[config.mk]
export PLATFORM = sky130hd
export DESIGN_NAME = game_state_sequencer
export DESIGN_NICKNAME = d
export VERILOG_FILES = /design/src/rtl/game_state_sequencer.sv
export SDC_FILE = /design/constraint.sdc
export NUM_CORES = 1
export LEC_CHECK = 0
export BUFFER_PORTS_ARGS = -buffer_cell sky130_fd_sc_hd__buf_4
export CAP_MARGIN = 40
export CORE_MARGIN = 3
export CORE_UTILIZATION = 35
export CTS_CLUSTER_DIAMETER = 80
export DETAILED_ROUTE_END_ITERATION = 7
export SLEW_MARGIN = 15
export SYNTH_ARGS = -nofsm -noshare
export SYNTH_HDL_FRONTEND = slang
export SYNTH_SLANG_ARGS = --single-unit
[constraint.sdc]
create_clock -name clk -period 2.5 [get_ports clk]
set_input_delay 0.375 -clock clk [delete_from_list [all_inputs] [get_ports clk]]
set_output_delay 0.375 -clock clk [all_outputs]
set_load 0.02 [all_outputs]
[src/rtl/game_state_sequencer.sv]
// Game flow sequencer: converts authentication and level result pulses into
// the LCD display state code, tracking level and authentication attempts.
// Message states are held for HOLD_CYCLES before advancing automatically.
module game_state_sequencer #(
    parameter int unsigned HOLD_CYCLES = 100_000_000,
    parameter int unsigned MAX_TRIES   = 3
) (
    input  logic       clk,
    input  logic       reset,
    input  logic       auth_ok,
    input  logic       auth_fail,
    input  logic       lvl_pass,
    input  logic       lvl_fail,
    input  logic       start,
    output logic [7:0] state,
    output logic       state_change,
    output logic [1:0] level,
    output logic [1:0] tries,
    output logic       game_active
);

    localparam logic [26:0] HOLD_LAST = 27'(HOLD_CYCLES - 1);
    localparam logic [1:0]  TRIES_MAX = 2'(MAX_TRIES);

    typedef enum logic [7:0] {
        ST_AUTH      = 8'h00,
        ST_AUTH_OK   = 8'h01,
        ST_AUTH_FAIL = 8'h02,
        ST_PLAY      = 8'h10,
        ST_L1_PASS   = 8'h11,
        ST_L1_FAIL   = 8'h12,
        ST_L2_PASS   = 8'h13,
        ST_L2_FAIL   = 8'h14,
        ST_L3_FAIL   = 8'h16,
        ST_WIN       = 8'h20,
        ST_WIN_DONE  = 8'h21,
        ST_LOSE      = 8'h30,
        ST_LOSE_DONE = 8'h31
    } state_e;

    state_e      state_q, state_d;
    logic [1:0]  level_q, level_d;
    logic [1:0]  tries_q, tries_d;
    logic [26:0] cnt_q, cnt_d;
    logic        state_change_q, state_change_d;
    logic        game_active_q, game_active_d;
    logic        hold_done;

    assign hold_done = (cnt_q == HOLD_LAST);

    // Register all state and outputs; reset clears everything immediately.
    always_ff @(posedge clk or negedge reset) begin
        if (!reset) begin
            state_q        <= ST_AUTH;
            level_q        <= 2'd0;
            tries_q        <= 2'd0;
            cnt_q          <= 27'd0;
            state_change_q <= 1'b0;
            game_active_q  <= 1'b0;
        end else begin
            state_q        <= state_d;
            level_q        <= level_d;
            tries_q        <= tries_d;
            cnt_q          <= cnt_d;
            state_change_q <= state_change_d;
            game_active_q  <= game_active_d;
        end
    end

    // Next-state, level/tries bookkeeping and hold counter.
    always_comb begin
        state_d = state_q;
        level_d = level_q;
        tries_d = tries_q;
        cnt_d   = cnt_q;

        case (state_q)
            ST_AUTH: begin
                // A rejected credential takes priority over an accepted one.
                if (auth_fail) begin
                    state_d = ST_AUTH_FAIL;
                    tries_d = (tries_q == TRIES_MAX) ? tries_q : tries_q + 2'd1;
                end else if (auth_ok) begin
                    state_d = ST_AUTH_OK;
                end
            end
            ST_PLAY: begin
                if (lvl_fail) begin
                    case (level_q)
                        2'd1:    state_d = ST_L1_FAIL;
                        2'd2:    state_d = ST_L2_FAIL;
                        default: state_d = ST_L3_FAIL;
                    endcase
                end else if (lvl_pass) begin
                    case (level_q)
                        2'd1:    state_d = ST_L1_PASS;
                        2'd2:    state_d = ST_L2_PASS;
                        default: state_d = ST_WIN;
                    endcase
                end
            end
            ST_AUTH_OK, ST_AUTH_FAIL, ST_L1_PASS, ST_L2_PASS,
            ST_L1_FAIL, ST_L2_FAIL, ST_L3_FAIL, ST_WIN, ST_LOSE: begin
                if (!hold_done) begin
                    cnt_d = cnt_q + 27'd1;
                end else begin
                    case (state_q)
                        ST_AUTH_OK: begin
                            state_d = ST_PLAY;
                            level_d = 2'd1;
                        end
                        ST_AUTH_FAIL: state_d = (tries_q == TRIES_MAX) ? ST_LOSE : ST_AUTH;
                        ST_L1_PASS, ST_L2_PASS: begin
                            state_d = ST_PLAY;
                            level_d = level_q + 2'd1;
                        end
                        ST_WIN:  state_d = ST_WIN_DONE;
                        default: state_d = ST_LOSE_DONE;
                    endcase
                    if (state_q == ST_L1_FAIL || state_q == ST_L2_FAIL ||
                        state_q == ST_L3_FAIL) begin
                        state_d = ST_LOSE;
                    end
                end
            end
            ST_WIN_DONE, ST_LOSE_DONE: begin
                if (start) begin
                    state_d = ST_AUTH;
                    level_d = 2'd0;
                    tries_d = 2'd0;
                end
            end
            default: begin
                // Unlisted encoding: recover to a clean authentication state.
                state_d = ST_AUTH;
                level_d = 2'd0;
                tries_d = 2'd0;
            end
        endcase

        // Every state entry restarts the hold count.
        if (state_d != state_q) begin
            cnt_d = 27'd0;
        end
    end

    // Registered flags derived from the upcoming state.
    always_comb begin
        state_change_d = (state_d != state_q);
        game_active_d  = (state_d == ST_PLAY);
    end

    assign state        = state_q;
    assign state_change = state_change_q;
    assign level        = level_q;
    assign tries        = tries_q;
    assign game_active  = game_active_q;

endmodule

# Yosys cells after proc, flatten, opt, wreduce, memory -nomap -nowiden
# Index checks and enable logic that the tools add are counted.
[word_totals] ff_bits=41 input_bits=7 out_inout_bits=14 elab_cells=70
[op_classes] addsub=3 n_eq_ne=24 muxes=22 bitwise_logic=2 n_reduce_logical=13
[op_table] op="27-bit 2-to-1 mux" count=3
[op_table] op="8-bit by 5-bit == test with 1-bit output, second input constant" count=7
[op_table] op="8-bit 2-to-1 mux" count=7
[op_table] op="8-bit by 6-bit == test with 1-bit output, second input constant" count=4
[op_table] op="8-bit case mux with 4 select lines" count=1
[op_table] op="27-bit by 1-bit adder with 27-bit output, second input constant" count=1
[op_table] op="27-bit == test, second input constant" count=1
[op_table] op="6-bit case mux with 3 select lines" count=1
[op_table] op="2-bit case mux with 3 select lines" count=2
[op_table] op="6-bit case mux with 2 select lines" count=1
[op_table] op="2-bit inequality test, second input constant" count=5
[op_table] op="10-bit OR reduction" count=1
[op_table] op="9-bit OR reduction" count=1
[op_table] op="8-bit by 1-bit == test with 1-bit output, second input constant" count=1
[op_table] op="8-bit by 2-bit == test with 1-bit output, second input constant" count=1
[op_table] op="8-bit logical NOT" count=1
[op_table] op="2-bit 2-to-1 mux" count=4
[op_table] op="8-bit inequality test" count=1
[op_table] op="4-bit AND reduction" count=2
[op_table] op="6-bit 2-to-1 mux" count=1
[op_table] op="3-bit case mux with 2 select lines" count=1
[op_table] op="2-bit OR reduction" count=3
[op_table] op="2-bit by 1-bit adder with 2-bit output, second input constant" count=2
[op_table] op="2-bit == test, second input constant" count=2
[op_table] op="other kinds (8)" count=10

# Depth between registers and ports, before layout
# Gate-level depths: netlist (run 1).
[depth] depth_word=9 depth_mapped=10 mapped_depth_nobuf=9

# Worst setup path before layout (run 1)
# No wires, ideal clock.
[synth_timing] kind="register -> register" start="register state_q[1] (netlist: state[1])" end="register game_active_q (netlist: game_active)" setup_ns=0.080 arrival_time_ns=2.391 t_required_ns=2.420 setup_slack_ns=0.029 stages_incl_launch_ff=9 path_buffers=1 period_less_slack_ns=2.471 cell_sequence="dfrtp_1 buf_6 nor3_1 and4b_1 or3_2 nand2_4 a22oi_2 or4b_1 nor3b_2"
[synth_via] elab_chain_len=7 elab_cells_between_ends=28 cone_classes="eq/ne: 13; mux: 9; reduce/logical: 6"
[synth_lines] element="start: declaration" line="41" rtl="state_e state_q, state_d;"
[synth_lines] element="start signal: assignment" line="61" rtl="state_q <= state_d;"
[synth_lines] element="8-bit by 1-bit == test with 1-bit output (tied with other cells)" line="77, 107"
[synth_lines] element="3-bit OR reduction (no line) / 1-bit logical OR (equally long branches)"
[synth_lines] element="6-bit case mux with 3 select lines / 1-bit logical OR (equally long branches)" line="107, 120"
[synth_lines] element="8-bit 2-to-1 mux" line="120" rtl="if (state_q == ST_L1_FAIL || state_q == ST_L2_FAIL ||"
[synth_lines] element="8-bit 2-to-1 mux" line="104" rtl="if (!hold_done) begin"
[synth_lines] element="8-bit case mux with 4 select lines *" line="77" rtl="case (state_q)"
[synth_lines] element="8-bit by 5-bit == test with 1-bit output *" line="150" rtl="game_active_d = (state_d == ST_PLAY);"
[synth_lines] element="named net game_active_d" line="46" rtl="logic game_active_q, game_active_d;"
[synth_lines] element="end signal: assignment" line="66" rtl="game_active_q <= game_active_d;"
[synth_lines] element="end: declaration" line="46"
# Mark *: on every way through the listed nets, which the timed path passes. The rest lies on a longest branch.
# A chain may end at the register's enable or synchronous reset.

# Worst setup path after layout (run 1)
[layout_timing] start="register state_q[2] (netlist: state[2])" end="register game_active_q (netlist: game_active)"
# Same word-level chain as after synthesis.

==> flow_summary.ini, run 1 <==
[clocking]
clk_pin_slew_ns = 0.09
cts_tree = built
postCtsHoldBufs = 0
clock_tree.root_cell = clkbuf_8
cts.htree.levels = 2
cts_made_buffers = 5
clock_path_buffers = 2
clock_latency_ns = 0.30
clock_sinks = 41

[synth]
synth_compound_area_share_pct = 7.82
yosysWarnings = 0
synthAdderAreaFrac_pct = 2.46
syn_area_per_cell_um2 = 9.63
muxShareOfSynthArea_pct = 0.443
synthXorXnorAreaFrac_pct = 9.30
yosys_register_bits = 41
ys_seq_area_share_pct = 40.4
synth-async-reset-ratio_pct = 100
synth_cells = 264
synth_top_family_by_area = simple AND/OR/NAND/NOR gates
synthFlopType = dfrtp_1
synth_area_um2 = 2540
synth_edf_count = 0
synth-simple-area-share_pct = 35.4
synth_cell_types = 61

[timing]
holdWs_ns = 0.0489
hold_violations = 0
setup_viol = 0
drv_slew = 0
post-route-period-util_pct = 95.9
clock_skew_ns = 0.0122
relSlewSlack_pct = 65.4
final.min_clock_period_ns = 2.40
finalWorstSetupSlack_ns = 0.102
fmax_mhz = 417
worstMarginPinSlew_ns = 0.519

[placement]
pre_cts_slack_ns = 0.0502
dpl_cell_area_um2 = 3010
place_congestion = 0.931
dp.final_hpwl_um = 4440
portBuffers = 20

[setup_path]
crit_fanout = 6
cp_slowest_cell = or4b_1
slowest_delay_ns = 0.45
crit_path_end_kind = register
reg2reg_depth = 7
r2r_start = state[2]$_DFF_PN0_
path_cells = or3b_4, nor3_4, o32a_1, o31a_2, o311a_1, or4b_1, nor3b_2
arrival_ns = 2.62
start_kind = register
required_ns = 2.72
worstReg2RegEnd = game_active$_DFF_PN0_
crit_type = register to register
rrSetupSlack_ns = 0.10

[floorplanning]
top_level_ports = 21
rows = 30
die_area_um2 = 8320
fp.dieH_um = 91.2
start_util_pct = 36.8
chipWidth_um = 91.2
core_area_um2 = 6910

[grt]
grt_pass1_wl_um = 9890
antenna_found_initial = 0
grtUsageTotal_pct = 14.8
grt_start_max_net_pins = 42
grt_pass1_vias = 2049
grt_overflow = 0

[drt]
drc = 0
wl_um = 6040
drt_iter0_markers = 124
antenna_left = 0
avgViaCountPerCell = 4.97
vias = 2101
drt-wirelength-per-cell_um = 14.3
firstDrtPassIters = 4

[layout]
drive_gt1_share_pct = 32.7
fin_nets = 338
fillers = 656
area.growth.synth_to_final_pct = 28.4
antenna_cells = 0
final_cell_area_um2 = 3260

[pwr]
powerDensity_nw_per_um2 = 431
leakage_nw = 1.38
ir_worst_vdd_v = 0.000301
total_power_w = 0.00141

[run_status]
status = completed

[hold_path]
worstHoldPathType = input pin to asynchronous set/reset pin

[job]
maxCapViolCount = 0
## flip-flops by register name (all words and copies together) (netlist names)
| register | flops |
|---|---|
| cnt_q | 27 |
| state | 8 |
| level | 2 |
| tries | 2 |
| game_active | 1 |
| state_change | 1 |
## synthesized netlist by cell type, types with 5 or more instances
| library cell | count | area share (%) |
|---|---|---|
| xor2_1 | 12 | 4.1 |
| nor3_1 | 11 | 2.2 |
| nand4_1 | 8 | 2.0 |
| nand2_1 | 20 | 3.0 |
| ha_1 | 5 | 2.5 |
| nor4_1 | 7 | 1.7 |
| o21ai_0 | 9 | 1.8 |
| dfrtp_1 | 41 | 40 |
| nand3_1 | 15 | 3.0 |
| inv_1 | 7 | 1.0 |
| buf_6 | 5 | 2.2 |
| xnor2_1 | 15 | 5.2 |
| nor2_1 | 37 | 5.5 |
## timing repair
| item | in CTS | in global routing |
|---|---|---|
| buffers inserted | 0 | 10 |
| resized for setup | 0 | 11 |
| setup endpoints to repair | 0 | 28 |
## per-stage QoR
stage / instances / utilization, % / TNS, ns
6_report: 423 / 47.3 / 0
5_1_grt: 423 / 47.3 / -0.00568
4_1_cts: 413 / 45.5 / 0
3_5_place_dp: 405 / 43.6 / 0
3_3_place_gp: 405 / 43.6 / 0
2_1_floorplan: 266 / - / 0
## metal layers
layer | track usage [%] | up-vias | wire length, um
met4 | 5.40 | 0 | 72
met2 | 22.1 | 54 | 2760
met1 | 20.9 | 979 | 2920
met3 | 3.23 | 10 | 279
met5 | 0 | - | 0
li1 | - | 1058 | -
## where the power goes
part | internal (W) | switching (W)
Sequential | 0.000668 | 0.00000747
Combinational | 0.0000407 | 0.0000549
Clock | 0.000397 | 0.000240
## cells by family after synthesis
group | Yosys count
buffers and inverters | 16
flip-flops | 41
XOR/XNOR | 27
multiplexers | 1
other | 1
adder cells (fa/ha/maj) | 5
AO/OA/AOI/OAI | 27
AND/OR/NAND/NOR | 146
## area by class of cell
type | count | area [um^2] | area share, %
tap | 96 | 120 | 3.68
inverter | 7 | 26.3 | 0.805
clock buffer | 5 | 68.8 | 2.11
multi-input combinational | 209 | 1460 | 44.8
timing repair buffer | 62 | 490 | 15.0
clock inverter | 3 | 65.1 | 1.99
sequential | 41 | 1030 | 31.5
## layout by cell type, fill, tap and decap left out, types with 2 or more instances in the layout
cell type and n:
nor4_2 2, nor2_2 4, nand2b_1 2, nand4_1 8
nor3_1 11, bufinv_16 2, clkbuf_8 5, or3_4 2
nor2_1 37, dfrtp_1 38, nor4b_2 2, or2_2 2
buf_4 60, a21oi_1 3, nand2_1 20, xor2_1 12
dfrtp_2 3, a21o_1 4, xnor2_1 14, conb_1 3
a31oi_1 2, nor4_4 2, or3_1 3, nor3_4 2
or4_4 2, nor3b_1 3, and4b_1 2, and3_1 3
buf_12 2, o21ai_0 9, nor4_1 4, and2_2 2
ha_1 5, nand3_1 15, nor2b_1 3, inv_1 7
## worst max path at each step
stage	startpoint	endpoint	depth (start not counted)	slack (ns)
floorplan	state[1]$_DFF_PN0_	game_active$_DFF_PN0_	8	0.03
finish	state[2]$_DFF_PN0_	game_active$_DFF_PN0_	7	0.10
CTS	state[0]$_DFF_PN0_	cnt_q[1]$_DFFE_PN0P_	8	0.001
global placement	state[0]$_DFF_PN0_	game_active$_DFF_PN0_	7	0.04
detailed placement	state[0]$_DFF_PN0_	game_active$_DFF_PN0_	7	0.05
global route	state[2]$_DFF_PN0_	game_active$_DFF_PN0_	7	-0.006
## critical path: cells and delay by family (launching register included)
kind	cells	cell delay, ns
AND/OR/NAND/NOR	4	1.35
AO/OA/AOI/OAI	3	0.52
flip-flops	1	0.44
(Power assumes the default switching activity.)
==> run 2, diff against run 1 <==
==> constraint.sdc (replaced) <==
create_clock -name clk -period 2.5 [get_ports clk]
set_input_delay 0 -clock clk [delete_from_list [all_inputs] [get_ports clk]]
set_output_delay 0 -clock clk [all_outputs]
set_load 0.02 [all_outputs]
==> run 2 against run 1 <==
  * Combinational power grew 1%
  * Sequential power is essentially flat
  * Register-to-register slack is essentially flat
  * Non-clock buffer count grew 1
  * Final area grew 0.31%
  * Sequential share of layout area shrank 0.096 points
  * First-iteration DRC count shrank 14%
  * Largest cell class unchanged
  * Hold slack gained 0.16 ns
  * Via count grew 0.67%
  * Critical path depth is the same
  * Count of clock-buffer cells in the layout is the same
==> flow_summary.ini, run 2 (same netlist as run 1, synthesis figures left out) <==
[run_status]
status = completed

[setup_path]
crit_type = register to register
start_kind = register
crit_fanout = 6
crit_path_end_kind = register
arrival_ns = 2.62
required_ns = 2.72

[pwr]
powerDensity_nw_per_um2 = 429
seqPwrFrac_pct = 48.0
internal_power_w = 0.00111
p_comb_share_pct = 6.9
ir_worst_vdd_v = 0.000301
leakage_nw = 1.39
p_sw_share_pct = 21.3
power.net_switching_w = 0.000299
clockPowerShare_pct = 45.1

[clocking]
cts_made_buffers = 5
clock_sinks = 41
clock_path_buffers = 2
cts_tree = built
clock_latency_ns = 0.30
clock_tree.root_cell = clkbuf_8
cts.htree.levels = 2
clk_pin_slew_ns = 0.08

[timing]
drv_slew = 0
clock_skew_ns = 0.0109
final.min_clock_period_ns = 2.40
finalWorstSetupSlack_ns = 0.103
relSlewSlack_pct = 65.3
post-route-period-util_pct = 95.9
setup_viol = 0
hold_violations = 0
fmax_mhz = 417
worstMarginPinSlew_ns = 0.521

[layout]
final_cell_area_um2 = 3270
largest_register_ffs = 27
final_common_cell = buf_4
fillers = 657
area.growth.synth_to_final_pct = 28.8
regArea_um2 = 1030
largest-register = cnt_q
multiInputGateArea_um2 = 1460
antenna_cells = 0
fin_nets = 339
layout_common_cells = 60 x buf_4, 38 x dfrtp_1, 37 x nor2_1
drive_gt1_share_pct = 32.6

[floorplanning]
rows = 30
top_level_ports = 21
start_util_pct = 36.8
die_area_um2 = 8320
chipWidth_um = 91.2
core_area_um2 = 6910
fp.dieH_um = 91.2

[placement]
place_congestion = 0.931
pre_cts_slack_ns = 0.0502
dp.final_hpwl_um = 4440
portBuffers = 20
dpl_cell_area_um2 = 3010

[drt]
vias = 2115
drt_iter0_markers = 107
drc = 0
wl_um = 6030
antenna_left = 0
avgViaCountPerCell = 4.99
drt-wirelength-per-cell_um = 14.2
firstDrtPassIters = 4

[hold_path]
worstHoldPathType = input pin to register

[job]
maxCapViolCount = 0

[grt]
grt_pass1_vias = 2049
antenna_found_initial = 0
grtUsageTotal_pct = 14.8
grt_overflow = 0
grt_pass1_wl_um = 9890
grt_start_max_net_pins = 42
-- run 2: cell count changes in the layout (fill, tap and decap cells not counted) --
cell	change
dlygate4sd3_1	+1
-- run 2: layout make-up --
cell class	count	share of cell area, %
repair buffers	63	15.3
well taps	96	3.67
clock inverters	3	1.99
flip-flops and latches	41	31.4
multi-input cells	209	44.7
clock buffers	5	2.10
inverters	7	0.802
-- run 2: stage by stage --
stage | power (W) | setup TNS, ns | cells | utilization (%) | hold WS (ns)
finish | 0.00141 | 0 | 424 | 47.4 | 0.210
CTS | 0.00142 | 0 | 414 | 45.6 | 0.199
global placement | 0.000777 | 0 | 405 | 43.6 | 0.0161
detailed placement | 0.000778 | 0 | 405 | 43.6 | 0.0224
global route | 0.00146 | -0.00568 | 424 | 47.4 | 0.220
floorplan | 0.000729 | 0 | 266 | - | -0.296
-- run 2: power groups by stage --
stage          Combinational, W  Clock [W]  Sequential, W
2_1_floorplan         0.0000372          0       0.000692
3_3_place_gp          0.0000893          0       0.000688
3_5_place_dp          0.0000902          0       0.000688
4_1_cts               0.0000913   0.000654       0.000675
5_1_grt                0.000106   0.000677       0.000676
6_report              0.0000968   0.000634       0.000675
-- run 2: metal layers --
metal	GRT usage, %	part of all wire, %	vias up
li1	-	-	1061
met1	20.9	48	983
met3	3.23	5.3	12
met5	0	0	-
met2	22.1	46	59
met4	5.40	1.4	0
-- run 2: critical path, cell delays in order (launching register included) --
cell	delay (ns)
dfrtp_1	0.44
or3b_4	0.44
nor3_4	0.30
o32a_1	0.22
o31a_2	0.15
o311a_1	0.15
or4b_1	0.45
nor3b_2	0.16
-- run 2: worst paths after layout --
path                            slack, ns  cells past startpoint                  from                     to
worst max-delay path                 0.10                      7    state[2]$_DFF_PN0_  game_active$_DFF_PN0_
worst min-delay path                 0.21                      3              lvl_fail     state[2]$_DFF_PN0_
worst max register to register       0.10                      7    state[2]$_DFF_PN0_  game_active$_DFF_PN0_
worst min register to register       0.53                      2  tries[1]$_DFFE_PN0P_   tries[1]$_DFFE_PN0P_
max in group asynchronous            1.90                      2                 reset     state[3]$_DFF_PN0_
min in group asynchronous            0.22                      2                 reset  cnt_q[18]$_DFFE_PN0P_
-- run 2: timing repair --
action                                 in CTS  in global routing
buffers inserted                            0                 10
endpoints found under the hold margin      41                  0
setup endpoints to repair                   0                 28
gates resized for setup                     0                 11
hold buffers                                1                  0
